[src/rtl/ctrl_decode_stage_if.sv]
// ---------------------------------------------------------------------------
// ctrl_decode_stage_if
// Purpose : handshake and control-bundle bus of the registered decode stage.
//           It carries the fetch-side transfer (in_*), the execute-side
//           transfer (out_* plus the decoded control bundle), and the flush
//           and syscall side-band signals.
// Modports: slave  - the decode stage (drives in_ready, out_*, control,
//                    syscall_busy)
//           master - the surrounding pipeline (drives in_*, flush,
//                    out_ready, syscall_ack)
// ---------------------------------------------------------------------------
`ifndef ALU_OP_BIT
`define ALU_OP_BIT 4
`endif
`ifndef WTG_OP_BIT
`define WTG_OP_BIT 4
`endif
`ifndef DM_OP_BIT
`define DM_OP_BIT 3
`endif
`ifndef MUX_RF_REQW_BIT
`define MUX_RF_REQW_BIT 2
`endif
`ifndef MUX_RF_DATAW_BIT
`define MUX_RF_DATAW_BIT 2
`endif
`ifndef MUX_ALU_DATAY_BIT
`define MUX_ALU_DATAY_BIT 2
`endif

interface ctrl_decode_stage_if #(
  parameter int unsigned PC_W     = 32,
  parameter int unsigned ALU_OP_W = `ALU_OP_BIT,
  parameter int unsigned WTG_OP_W = `WTG_OP_BIT,
  parameter int unsigned DM_OP_W  = `DM_OP_BIT
);
  logic                          in_valid;
  logic                          in_ready;
  logic [31:0]                   in_instr;
  logic [PC_W-1:0]               in_pc;
  logic                          flush;
  logic                          out_valid;
  logic                          out_ready;
  logic [PC_W-1:0]               out_pc;
  logic [WTG_OP_W-1:0]           op_wtg;
  logic [ALU_OP_W-1:0]           op_alu;
  logic [DM_OP_W-1:0]            op_datamem;
  logic                          w_en_regfile;
  logic                          w_en_datamem;
  logic [`MUX_RF_REQW_BIT-1:0]   mux_regfile_req_w;
  logic [`MUX_RF_DATAW_BIT-1:0]  mux_regfile_data_w;
  logic [`MUX_ALU_DATAY_BIT-1:0] mux_alu_data_y;
  logic                          is_jump;
  logic                          is_branch;
  logic                          syscall_en;
  logic                          illegal;
  logic                          syscall_busy;
  logic                          syscall_ack;

  modport slave (
    input  in_valid, in_instr, in_pc, flush, out_ready, syscall_ack,
    output in_ready, out_valid, out_pc, op_wtg, op_alu, op_datamem,
           w_en_regfile, w_en_datamem, mux_regfile_req_w, mux_regfile_data_w,
           mux_alu_data_y, is_jump, is_branch, syscall_en, illegal, syscall_busy
  );

  modport master (
    output in_valid, in_instr, in_pc, flush, out_ready, syscall_ack,
    input  in_ready, out_valid, out_pc, op_wtg, op_alu, op_datamem,
           w_en_regfile, w_en_datamem, mux_regfile_req_w, mux_regfile_data_w,
           mux_alu_data_y, is_jump, is_branch, syscall_en, illegal, syscall_busy
  );
endinterface

[src/rtl/ctrl_decode_stage.sv]
// ---------------------------------------------------------------------------
// ctrl_decode_stage
// Purpose : registered, valid/ready handshaked MIPS instruction decode.
//           Decodes one instruction per accepted transfer into the core
//           control bundle, holds it under back-pressure, serialises
//           syscalls (RUN/SYSWAIT FSM), supports flush and flags illegal
//           encodings.
// Ports   : clk, rst (synchronous, active-high)
//           bus  - ctrl_decode_stage_if.slave (fetch in_*, execute out_*,
//                  control bundle, flush, syscall_busy/syscall_ack)
//           cnt_branch/cnt_jump/cnt_syscall/cnt_illegal - completed-transfer
//                  counters, present only when CTRL_DECODE_STATS_EN is defined
// Encodings: ALU  ADD0 SUB1 AND2 OR3 XOR4 NOR5 SLT6 SLTU7 SLL8 SRL9 SRA10
//                 LUI11 SLLV12 SRLV13 SRAV14
//            WTG  PC4 0 J26 1 J32 2 BEQ3 BNE4 BLEZ5 BGTZ6 BLTZ7 BGEZ8
//            DM   WD0 SB1 SH2 UB3 UH4
//            req_w RT0 RD1 R31 2 | data_w ALU0 DM1 PC4 2 | alu_y RFB0 EXTS1 EXTZ2
// ---------------------------------------------------------------------------
`ifndef ALU_OP_BIT
`define ALU_OP_BIT 4
`endif
`ifndef WTG_OP_BIT
`define WTG_OP_BIT 4
`endif
`ifndef DM_OP_BIT
`define DM_OP_BIT 3
`endif
`ifndef MUX_RF_REQW_BIT
`define MUX_RF_REQW_BIT 2
`endif
`ifndef MUX_RF_DATAW_BIT
`define MUX_RF_DATAW_BIT 2
`endif
`ifndef MUX_ALU_DATAY_BIT
`define MUX_ALU_DATAY_BIT 2
`endif

module ctrl_decode_stage #(
  parameter int unsigned PC_W     = 32,
  parameter int unsigned ALU_OP_W = `ALU_OP_BIT,
  parameter int unsigned WTG_OP_W = `WTG_OP_BIT,
  parameter int unsigned DM_OP_W  = `DM_OP_BIT,
  parameter int unsigned CNT_W    = 32
) (
  input  logic                clk,
  input  logic                rst,
  ctrl_decode_stage_if.slave  bus
`ifdef CTRL_DECODE_STATS_EN
  ,
  output logic [CNT_W-1:0]    cnt_branch,
  output logic [CNT_W-1:0]    cnt_jump,
  output logic [CNT_W-1:0]    cnt_syscall,
  output logic [CNT_W-1:0]    cnt_illegal
`endif
);
  localparam int unsigned REQW_W = `MUX_RF_REQW_BIT;
  localparam int unsigned DATW_W = `MUX_RF_DATAW_BIT;
  localparam int unsigned ALUY_W = `MUX_ALU_DATAY_BIT;

  localparam logic [ALU_OP_W-1:0] ALU_ADD  = ALU_OP_W'(0);
  localparam logic [ALU_OP_W-1:0] ALU_SUB  = ALU_OP_W'(1);
  localparam logic [ALU_OP_W-1:0] ALU_AND  = ALU_OP_W'(2);
  localparam logic [ALU_OP_W-1:0] ALU_OR   = ALU_OP_W'(3);
  localparam logic [ALU_OP_W-1:0] ALU_XOR  = ALU_OP_W'(4);
  localparam logic [ALU_OP_W-1:0] ALU_NOR  = ALU_OP_W'(5);
  localparam logic [ALU_OP_W-1:0] ALU_SLT  = ALU_OP_W'(6);
  localparam logic [ALU_OP_W-1:0] ALU_SLTU = ALU_OP_W'(7);
  localparam logic [ALU_OP_W-1:0] ALU_SLL  = ALU_OP_W'(8);
  localparam logic [ALU_OP_W-1:0] ALU_SRL  = ALU_OP_W'(9);
  localparam logic [ALU_OP_W-1:0] ALU_SRA  = ALU_OP_W'(10);
  localparam logic [ALU_OP_W-1:0] ALU_LUI  = ALU_OP_W'(11);
  localparam logic [ALU_OP_W-1:0] ALU_SLLV = ALU_OP_W'(12);
  localparam logic [ALU_OP_W-1:0] ALU_SRLV = ALU_OP_W'(13);
  localparam logic [ALU_OP_W-1:0] ALU_SRAV = ALU_OP_W'(14);

  localparam logic [WTG_OP_W-1:0] WTG_J26  = WTG_OP_W'(1);
  localparam logic [WTG_OP_W-1:0] WTG_J32  = WTG_OP_W'(2);
  localparam logic [WTG_OP_W-1:0] WTG_BEQ  = WTG_OP_W'(3);
  localparam logic [WTG_OP_W-1:0] WTG_BNE  = WTG_OP_W'(4);
  localparam logic [WTG_OP_W-1:0] WTG_BLEZ = WTG_OP_W'(5);
  localparam logic [WTG_OP_W-1:0] WTG_BGTZ = WTG_OP_W'(6);
  localparam logic [WTG_OP_W-1:0] WTG_BLTZ = WTG_OP_W'(7);
  localparam logic [WTG_OP_W-1:0] WTG_BGEZ = WTG_OP_W'(8);

  localparam logic [DM_OP_W-1:0] DM_WD = DM_OP_W'(0);
  localparam logic [DM_OP_W-1:0] DM_SB = DM_OP_W'(1);
  localparam logic [DM_OP_W-1:0] DM_SH = DM_OP_W'(2);
  localparam logic [DM_OP_W-1:0] DM_UB = DM_OP_W'(3);
  localparam logic [DM_OP_W-1:0] DM_UH = DM_OP_W'(4);

  localparam logic [REQW_W-1:0] REQW_RD  = REQW_W'(1);
  localparam logic [REQW_W-1:0] REQW_R31 = REQW_W'(2);
  localparam logic [DATW_W-1:0] DATW_DM  = DATW_W'(1);
  localparam logic [DATW_W-1:0] DATW_PC4 = DATW_W'(2);
  localparam logic [ALUY_W-1:0] ALUY_EXTS = ALUY_W'(1);
  localparam logic [ALUY_W-1:0] ALUY_EXTZ = ALUY_W'(2);

  typedef struct packed {
    logic [WTG_OP_W-1:0] wtg;
    logic [ALU_OP_W-1:0] alu;
    logic [DM_OP_W-1:0]  dm;
    logic                w_rf;
    logic                w_dm;
    logic [REQW_W-1:0]   req_w;
    logic [DATW_W-1:0]   data_w;
    logic [ALUY_W-1:0]   alu_y;
    logic                jump;
    logic                branch;
    logic                sys;
    logic                ill;
  } ctrl_t;

  typedef enum logic [0:0] {S_RUN, S_SYSWAIT} state_e;

  state_e          state_q, state_d;
  logic            valid_q, valid_d;
  ctrl_t           ctrl_q, ctrl_d;
  logic [PC_W-1:0] pc_q, pc_d;
  ctrl_t           dec_c;
  logic            in_ready_c, accept_c, fire_c;

  logic [5:0]  opc_c, fn_c;
  logic [4:0]  rt_c;
  logic [14:0] unused_instr;
  assign opc_c        = bus.in_instr[31:26];
  assign rt_c         = bus.in_instr[20:16];
  assign fn_c         = bus.in_instr[5:0];
  assign unused_instr = {bus.in_instr[25:21], bus.in_instr[15:6]};

  // Instruction decode table; anything unlisted is illegal with all enables 0.
  always_comb begin
    dec_c = '0;
    case (opc_c)
      6'h00: begin
        dec_c.w_rf  = 1'b1;
        dec_c.req_w = REQW_RD;
        case (fn_c)
          6'h00:        dec_c.alu = ALU_SLL;
          6'h02:        dec_c.alu = ALU_SRL;
          6'h03:        dec_c.alu = ALU_SRA;
          6'h04:        dec_c.alu = ALU_SLLV;
          6'h06:        dec_c.alu = ALU_SRLV;
          6'h07:        dec_c.alu = ALU_SRAV;
          6'h20, 6'h21: dec_c.alu = ALU_ADD;
          6'h22, 6'h23: dec_c.alu = ALU_SUB;
          6'h24:        dec_c.alu = ALU_AND;
          6'h25:        dec_c.alu = ALU_OR;
          6'h26:        dec_c.alu = ALU_XOR;
          6'h27:        dec_c.alu = ALU_NOR;
          6'h2A:        dec_c.alu = ALU_SLT;
          6'h2B:        dec_c.alu = ALU_SLTU;
          6'h08: begin
            dec_c      = '0;
            dec_c.jump = 1'b1;
            dec_c.wtg  = WTG_J32;
          end
          6'h0C: begin
            dec_c     = '0;
            dec_c.sys = 1'b1;
          end
          default: begin
            dec_c     = '0;
            dec_c.ill = 1'b1;
          end
        endcase
      end
      // REGIMM: only bltz (rt=0) and bgez (rt=1) exist in this core
      6'h01: begin
        case (rt_c)
          5'd0:    begin dec_c.branch = 1'b1; dec_c.wtg = WTG_BLTZ; end
          5'd1:    begin dec_c.branch = 1'b1; dec_c.wtg = WTG_BGEZ; end
          default: dec_c.ill = 1'b1;
        endcase
      end
      6'h02: begin dec_c.jump = 1'b1; dec_c.wtg = WTG_J26; end
      6'h03: begin
        dec_c.jump   = 1'b1;
        dec_c.wtg    = WTG_J26;
        dec_c.w_rf   = 1'b1;
        dec_c.req_w  = REQW_R31;
        dec_c.data_w = DATW_PC4;
      end
      6'h04: begin dec_c.branch = 1'b1; dec_c.wtg = WTG_BEQ;  end
      6'h05: begin dec_c.branch = 1'b1; dec_c.wtg = WTG_BNE;  end
      6'h06: begin dec_c.branch = 1'b1; dec_c.wtg = WTG_BLEZ; end
      6'h07: begin dec_c.branch = 1'b1; dec_c.wtg = WTG_BGTZ; end
      6'h08, 6'h09: begin dec_c.w_rf = 1'b1; dec_c.alu_y = ALUY_EXTS; dec_c.alu = ALU_ADD;  end
      6'h0A:        begin dec_c.w_rf = 1'b1; dec_c.alu_y = ALUY_EXTS; dec_c.alu = ALU_SLT;  end
      6'h0B:        begin dec_c.w_rf = 1'b1; dec_c.alu_y = ALUY_EXTS; dec_c.alu = ALU_SLTU; end
      6'h0C:        begin dec_c.w_rf = 1'b1; dec_c.alu_y = ALUY_EXTZ; dec_c.alu = ALU_AND;  end
      6'h0D:        begin dec_c.w_rf = 1'b1; dec_c.alu_y = ALUY_EXTZ; dec_c.alu = ALU_OR;   end
      6'h0E:        begin dec_c.w_rf = 1'b1; dec_c.alu_y = ALUY_EXTZ; dec_c.alu = ALU_XOR;  end
      6'h0F:        begin dec_c.w_rf = 1'b1; dec_c.alu_y = ALUY_EXTZ; dec_c.alu = ALU_LUI;  end
      6'h20, 6'h21, 6'h23, 6'h24, 6'h25: begin
        dec_c.w_rf   = 1'b1;
        dec_c.data_w = DATW_DM;
        dec_c.alu_y  = ALUY_EXTS;
        case (opc_c)
          6'h20:   dec_c.dm = DM_SB;
          6'h21:   dec_c.dm = DM_SH;
          6'h24:   dec_c.dm = DM_UB;
          6'h25:   dec_c.dm = DM_UH;
          default: dec_c.dm = DM_WD;
        endcase
      end
      6'h28, 6'h29, 6'h2B: begin
        dec_c.w_dm  = 1'b1;
        dec_c.alu_y = ALUY_EXTS;
        case (opc_c)
          6'h28:   dec_c.dm = DM_SB;
          6'h29:   dec_c.dm = DM_SH;
          default: dec_c.dm = DM_WD;
        endcase
      end
      default: dec_c.ill = 1'b1;
    endcase
  end

  // State and output registers
  always_ff @(posedge clk) begin
    if (rst) begin
      state_q <= S_RUN;
      valid_q <= 1'b0;
      ctrl_q  <= '0;
      pc_q    <= '0;
    end else begin
      state_q <= state_d;
      valid_q <= valid_d;
      ctrl_q  <= ctrl_d;
      pc_q    <= pc_d;
    end
  end

  // Handshake, flush priority and syscall-serialisation next state
  always_comb begin
    state_d    = state_q;
    valid_d    = valid_q;
    ctrl_d     = ctrl_q;
    pc_d       = pc_q;
    in_ready_c = (state_q == S_RUN) && (!valid_q || bus.out_ready) && !bus.flush;
    accept_c   = bus.in_valid && in_ready_c;
    fire_c     = valid_q && bus.out_ready && !bus.flush;

    if (bus.flush) begin
      valid_d = 1'b0;
    end else if (accept_c) begin
      valid_d = 1'b1;
      ctrl_d  = dec_c;
      pc_d    = bus.in_pc;
    end else if (bus.out_ready) begin
      valid_d = 1'b0;
    end

    case (state_q)
      S_RUN:     if (accept_c && dec_c.sys) state_d = S_SYSWAIT;
      S_SYSWAIT: if (bus.flush || bus.syscall_ack) state_d = S_RUN;
      default:   state_d = S_RUN;
    endcase
  end

  assign bus.in_ready           = in_ready_c;
  assign bus.out_valid          = valid_q;
  assign bus.out_pc             = pc_q;
  assign bus.op_wtg             = ctrl_q.wtg;
  assign bus.op_alu             = ctrl_q.alu;
  assign bus.op_datamem         = ctrl_q.dm;
  assign bus.w_en_regfile       = ctrl_q.w_rf;
  assign bus.w_en_datamem       = ctrl_q.w_dm;
  assign bus.mux_regfile_req_w  = ctrl_q.req_w;
  assign bus.mux_regfile_data_w = ctrl_q.data_w;
  assign bus.mux_alu_data_y     = ctrl_q.alu_y;
  assign bus.is_jump            = ctrl_q.jump;
  assign bus.is_branch          = ctrl_q.branch;
  assign bus.syscall_en         = ctrl_q.sys;
  assign bus.illegal            = ctrl_q.ill;
  assign bus.syscall_busy       = (state_q == S_SYSWAIT);

`ifdef CTRL_DECODE_STATS_EN
  logic [CNT_W-1:0] cnt_branch_q, cnt_jump_q, cnt_syscall_q, cnt_illegal_q;

  // Per-class counters of completed (non-flushed) output transfers
  always_ff @(posedge clk) begin
    if (rst) begin
      cnt_branch_q  <= '0;
      cnt_jump_q    <= '0;
      cnt_syscall_q <= '0;
      cnt_illegal_q <= '0;
    end else if (fire_c) begin
      if (ctrl_q.branch) cnt_branch_q  <= cnt_branch_q  + CNT_W'(1);
      if (ctrl_q.jump)   cnt_jump_q    <= cnt_jump_q    + CNT_W'(1);
      if (ctrl_q.sys)    cnt_syscall_q <= cnt_syscall_q + CNT_W'(1);
      if (ctrl_q.ill)    cnt_illegal_q <= cnt_illegal_q + CNT_W'(1);
    end
  end

  assign cnt_branch  = cnt_branch_q;
  assign cnt_jump    = cnt_jump_q;
  assign cnt_syscall = cnt_syscall_q;
  assign cnt_illegal = cnt_illegal_q;
`else
  logic [CNT_W-1:0] unused_cnt_w;
  logic             unused_fire;
  assign unused_cnt_w = '0;
  assign unused_fire  = fire_c;
`endif
endmodule

[src/flat_wrapper.sv]
// flat-port wrapper written by rule: the top's interface ports become plain ports
module ctrl_decode_stage_flat 
#(
  parameter int unsigned PC_W     = 32,
  parameter int unsigned ALU_OP_W = `ALU_OP_BIT,
  parameter int unsigned WTG_OP_W = `WTG_OP_BIT,
  parameter int unsigned DM_OP_W  = `DM_OP_BIT,
  parameter int unsigned CNT_W    = 32
)
  (clk, rst, bus_in_valid, bus_in_instr, bus_in_pc, bus_flush, bus_out_ready, bus_syscall_ack, bus_in_ready, bus_out_valid, bus_out_pc, bus_op_wtg, bus_op_alu, bus_op_datamem, bus_w_en_regfile, bus_w_en_datamem, bus_mux_regfile_req_w, bus_mux_regfile_data_w, bus_mux_alu_data_y, bus_is_jump, bus_is_branch, bus_syscall_en, bus_illegal, bus_syscall_busy);
  ctrl_decode_stage_if #(.PC_W(PC_W), .ALU_OP_W(ALU_OP_W), .WTG_OP_W(WTG_OP_W), .DM_OP_W(DM_OP_W)) bus_i ();
  input  logic clk;
  input  logic rst;
  input wire logic [$bits(bus_i.in_valid)-1:0] bus_in_valid;
  input wire logic [$bits(bus_i.in_instr)-1:0] bus_in_instr;
  input wire logic [$bits(bus_i.in_pc)-1:0] bus_in_pc;
  input wire logic [$bits(bus_i.flush)-1:0] bus_flush;
  input wire logic [$bits(bus_i.out_ready)-1:0] bus_out_ready;
  input wire logic [$bits(bus_i.syscall_ack)-1:0] bus_syscall_ack;
  output wire logic [$bits(bus_i.in_ready)-1:0] bus_in_ready;
  output wire logic [$bits(bus_i.out_valid)-1:0] bus_out_valid;
  output wire logic [$bits(bus_i.out_pc)-1:0] bus_out_pc;
  output wire logic [$bits(bus_i.op_wtg)-1:0] bus_op_wtg;
  output wire logic [$bits(bus_i.op_alu)-1:0] bus_op_alu;
  output wire logic [$bits(bus_i.op_datamem)-1:0] bus_op_datamem;
  output wire logic [$bits(bus_i.w_en_regfile)-1:0] bus_w_en_regfile;
  output wire logic [$bits(bus_i.w_en_datamem)-1:0] bus_w_en_datamem;
  output wire logic [$bits(bus_i.mux_regfile_req_w)-1:0] bus_mux_regfile_req_w;
  output wire logic [$bits(bus_i.mux_regfile_data_w)-1:0] bus_mux_regfile_data_w;
  output wire logic [$bits(bus_i.mux_alu_data_y)-1:0] bus_mux_alu_data_y;
  output wire logic [$bits(bus_i.is_jump)-1:0] bus_is_jump;
  output wire logic [$bits(bus_i.is_branch)-1:0] bus_is_branch;
  output wire logic [$bits(bus_i.syscall_en)-1:0] bus_syscall_en;
  output wire logic [$bits(bus_i.illegal)-1:0] bus_illegal;
  output wire logic [$bits(bus_i.syscall_busy)-1:0] bus_syscall_busy;
  assign bus_i.in_valid = bus_in_valid;
  assign bus_i.in_instr = bus_in_instr;
  assign bus_i.in_pc = bus_in_pc;
  assign bus_i.flush = bus_flush;
  assign bus_i.out_ready = bus_out_ready;
  assign bus_i.syscall_ack = bus_syscall_ack;
  assign bus_in_ready = bus_i.in_ready;
  assign bus_out_valid = bus_i.out_valid;
  assign bus_out_pc = bus_i.out_pc;
  assign bus_op_wtg = bus_i.op_wtg;
  assign bus_op_alu = bus_i.op_alu;
  assign bus_op_datamem = bus_i.op_datamem;
  assign bus_w_en_regfile = bus_i.w_en_regfile;
  assign bus_w_en_datamem = bus_i.w_en_datamem;
  assign bus_mux_regfile_req_w = bus_i.mux_regfile_req_w;
  assign bus_mux_regfile_data_w = bus_i.mux_regfile_data_w;
  assign bus_mux_alu_data_y = bus_i.mux_alu_data_y;
  assign bus_is_jump = bus_i.is_jump;
  assign bus_is_branch = bus_i.is_branch;
  assign bus_syscall_en = bus_i.syscall_en;
  assign bus_illegal = bus_i.illegal;
  assign bus_syscall_busy = bus_i.syscall_busy;
  ctrl_decode_stage #(.PC_W(PC_W), .ALU_OP_W(ALU_OP_W), .WTG_OP_W(WTG_OP_W), .DM_OP_W(DM_OP_W), .CNT_W(CNT_W)) u_core (.clk(clk), .rst(rst), .bus(bus_i));
endmodule
[config.mk]
export PLATFORM = sky130hd
export DESIGN_NAME = ctrl_decode_stage_flat
export DESIGN_NICKNAME = d
export VERILOG_FILES = /design/src/rtl/ctrl_decode_stage_if.sv /design/src/rtl/ctrl_decode_stage.sv /design/src/flat_wrapper.sv
export SDC_FILE = /design/constraint.sdc
export NUM_CORES = 1
export LEC_CHECK = 0
export ABC_AREA = 1
export CORE_MARGIN = 4
export CORE_UTILIZATION = 43
export CTS_CLUSTER_DIAMETER = 60
export DETAILED_ROUTE_END_ITERATION = 12
export HOLD_SLACK_MARGIN = 0.02
export PLACE_DENSITY = 0.9
export REMOVE_ABC_BUFFERS = 1
export SKIP_CTS_REPAIR_TIMING = 1
export SYNTH_ARGS = -nofsm -noshare
export SYNTH_HDL_FRONTEND = slang
export SYNTH_SLANG_ARGS = --single-unit
[constraint.sdc]
create_clock -name clk -period 3 [get_ports clk]
set_input_delay 0.45 -clock clk [delete_from_list [all_inputs] [get_ports clk]]
set_output_delay 0.45 -clock clk [all_outputs]
set_load 0.01 [all_outputs]
==> flow_summary.toml <==
[run_status]
status = "completed"

[routing]
drt_iter0_markers = 133
ant_nets = 0
drt_pass1_iterations = 4
vias_per_cell = 5.01
dr_total_vias = 2746
drc = 0
routed_wl_mm = 7.42
post_drt_wl_per_cell_um = 13.5

[worst_setup_path]
arrival_ns = 1.73
crit_path_start_kind = "primary input"
worstRegToRegCells = 7
criticalPathCategory = "in2out"
cp_max_fo = 3
r2r_start = "u_core.bus.syscall_busy"
ff2ff_setup_slack_ns = 1.45
cp.required_ns = 2.55
slowest_delay_ns = 0.56
cp-end-kind = "output port"
cp_cell_sequence = "clkdlybuf4s50_1 -> nor3_4 -> clkdlybuf4s50_1"
reg2reg_to = "u_core.bus.mux_alu_data_y[0]"
cp_common_cell = "clkdlybuf4s50_1"
worst_path_max_delay_cell = "clkdlybuf4s50_1"

[clocking]
clk_pin_slew_ns = 0.06
cts-buffers-inserted = 9
cts_max_level = 3
cts_root_buf = "clkbuf_8"
cts_num_sinks = 57
clk_path_buf_depth = 2
insertion_delay_ns = 0.33
cts_tree = "done"

[timing]
period_minus_slack_ns = 2.18
slew_headroom = 0.662
fin_skew_ns = 0.00490
finalHoldViolCount = 0
setup_tns_ns = 0
setup_viol = 0
rsz0062_at_grt = "no"
worst-slew-pin-transition_ns = 0.507
fmax_mhz = 460
fin_crit_sh = 0.725
maxSlewViolCount = 0

[synthesis]
ys_seq_area_frac = 0.443
synthFlopType = "dfxtp_1"
avgSynthCellArea_um2 = 7.10
synth_area_leaders = "dfxtp_1 (44%), nand2_1 (16%), a21oi_1 (10%)"
synthArstFlopShare = 0
synth_cells = 363
synth_cell_type_count = 27
synth.ff_latch_count = 57
synth_edf_count = 0
ys_top_cells_by_count = "nand2_1 (113), dfxtp_1 (57), a21oi_1 (52), nor2_1 (27), inv_1 (20)"
syn_area_mm2 = 0.00258
yosysTopAreaCell = "dfxtp_1"
yosysWarnings = 0
synth_top_area_frac = 0.443
yosys.cell_count.top_type = "nand2_1"

[place]
port_buffers = 112
place_congestion = 0.937
dp_hpwl_mm = 5.47

[pwr]
ir_drop_uv = 327
netSwitchingPower_uw = 448
p_sw_frac = 0.251
power_density_mw_per_mm2 = 456
p_clk_frac = 0.390
combPwrFrac = 0.160
seqPwrFrac = 0.450
static-leakage-power_nw = 1.51
p_total_mw = 1.78
p_int_mw = 1.33

[hold_path]
min_from = "u_core.bus.syscall_en"
hold_end = "u_core.bus.syscall_en"
worstHoldPathType = "reg2reg"
min_path_cells = 2

[die]
die_x_um = 85.4
initial_core_util = 0.457
die_area_mm2 = 0.00729
ios = 128
core_mm2 = 0.00564
num_rows = 27
die_height_um = 85.4

[finish]
syn_to_final_growth_pct = 51.4
diodes = 0
fin_nets = 541
drive_above_1_share = 0.0945

[global_routing]
grt_max_degree = 51
grt_pass1_wl_mm = 12.1
grt_use_total = 0.206
grt_overflow = 0
grt_pass1_vias = 2571
antenna_found_initial = 0

[run]
drv_cap = 0
## per-layer routing
metal  vias up  global-route usage  share of wire
met4         0              0.0547         0.0092
li1       1394                   -              -
met1      1243               0.239           0.42
met5         -                   0              0
met3         6              0.0806          0.083
met2       103               0.353           0.49
## worst max path at each step
stage | start | to | slack [ns]
after global routing | bus_flush | bus_in_ready | 0.78
after global placement | bus_flush | bus_in_ready | 0.85
final | bus_flush | bus_in_ready | 0.82
after detailed placement | bus_flush | bus_in_ready | 0.82
after floorplan | bus_flush | u_core.bus.mux_alu_data_y[0] | 0.82
after CTS | bus_flush | bus_in_ready | 0.82
## power by group through the flow
stage          Combinational (mW)  Clock, mW  Sequential [mW]
4_1_cts                     0.286      0.711            0.801
5_1_grt                     0.311      0.751            0.804
3_5_place_dp                0.284          0            0.817
2_1_floorplan              0.0915          0            0.831
6_report                    0.284      0.695            0.801
3_3_place_gp                0.279          0            0.816
## cells by family after synthesis
kind of cell,after synthesis,share of synthesized area
flops,57,0.443
simple gates,186,0.325
compound gates,75,0.152
buf+inv,45,0.0806
## cell usage in the layout, fill, tap and decap left out
master	instances
nand2_1	113
clkdlybuf4s50_1	111
dfxtp_1	57
a21oi_1	52
nor2_1	27
inv_1	20
nand3_1	18
o21ai_0	12
clkbuf_8	10
nand4_1	6
nor2_2	5
inv_2	5
nor3_1	5
nor2_4	4
o21ai_1	4
a31oi_1	4
clkinv_2	4
buf_4	4
nand2_2	3
nor3_4	2
inv_4	1
nor3_2	1
nand3_2	1
nand2_4	1
a21oi_2	1
o21a_1	1
o2111ai_1	1
clkinvlp_4	1
bufinv_16	1
buf_2	1
## flip-flops by register name (all words and copies together), names as in the netlist
name / flops
u_core.bus.out_pc: 32
u_core.bus.op_alu: 4
u_core.bus.op_wtg: 4
u_core.bus.op_datamem: 3
u_core.bus.mux_alu_data_y: 2
u_core.bus.mux_regfile_data_w: 2
u_core.bus.mux_regfile_req_w: 2
u_core.bus.illegal: 1
u_core.bus.is_branch: 1
u_core.bus.is_jump: 1
u_core.bus.out_valid: 1
u_core.bus.syscall_busy: 1
u_core.bus.syscall_en: 1
u_core.bus.w_en_datamem: 1
u_core.bus.w_en_regfile: 1
## through the flow
| step | setup WS [ns] | utilization | instance area [um^2] | hold slack (ns) | cells |
|---|---|---|---|---|---|
| finish | 0.825 | 0.691 | 3900 | 0.464 | 548 |
| global route | 0.779 | 0.691 | 3900 | 0.481 | 548 |
| CTS | 0.821 | 0.691 | 3900 | 0.464 | 548 |
| detailed placement | 0.823 | 0.657 | 3700 | 0.454 | 532 |
| global placement | 0.853 | 0.657 | 3700 | 0.451 | 532 |
| floorplan | 0.822 | - | 2470 | 0.484 | 344 |
## worst max-delay path, delay by kind of cell
family / cells / cell delay [ns]
buf+inv: 2 / 1.05
simple gates: 1 / 0.22
## area by class of cell
type,instances,area (um^2)
sequential,57,1140
tap,72,90.1
multi-input combinational,261,1230
inverter,26,100
timing repair buffer,116,1150
fill,440,1740
clock buffer,10,138
clock inverter,6,57.6
Power figures use the tool's default switching activity.
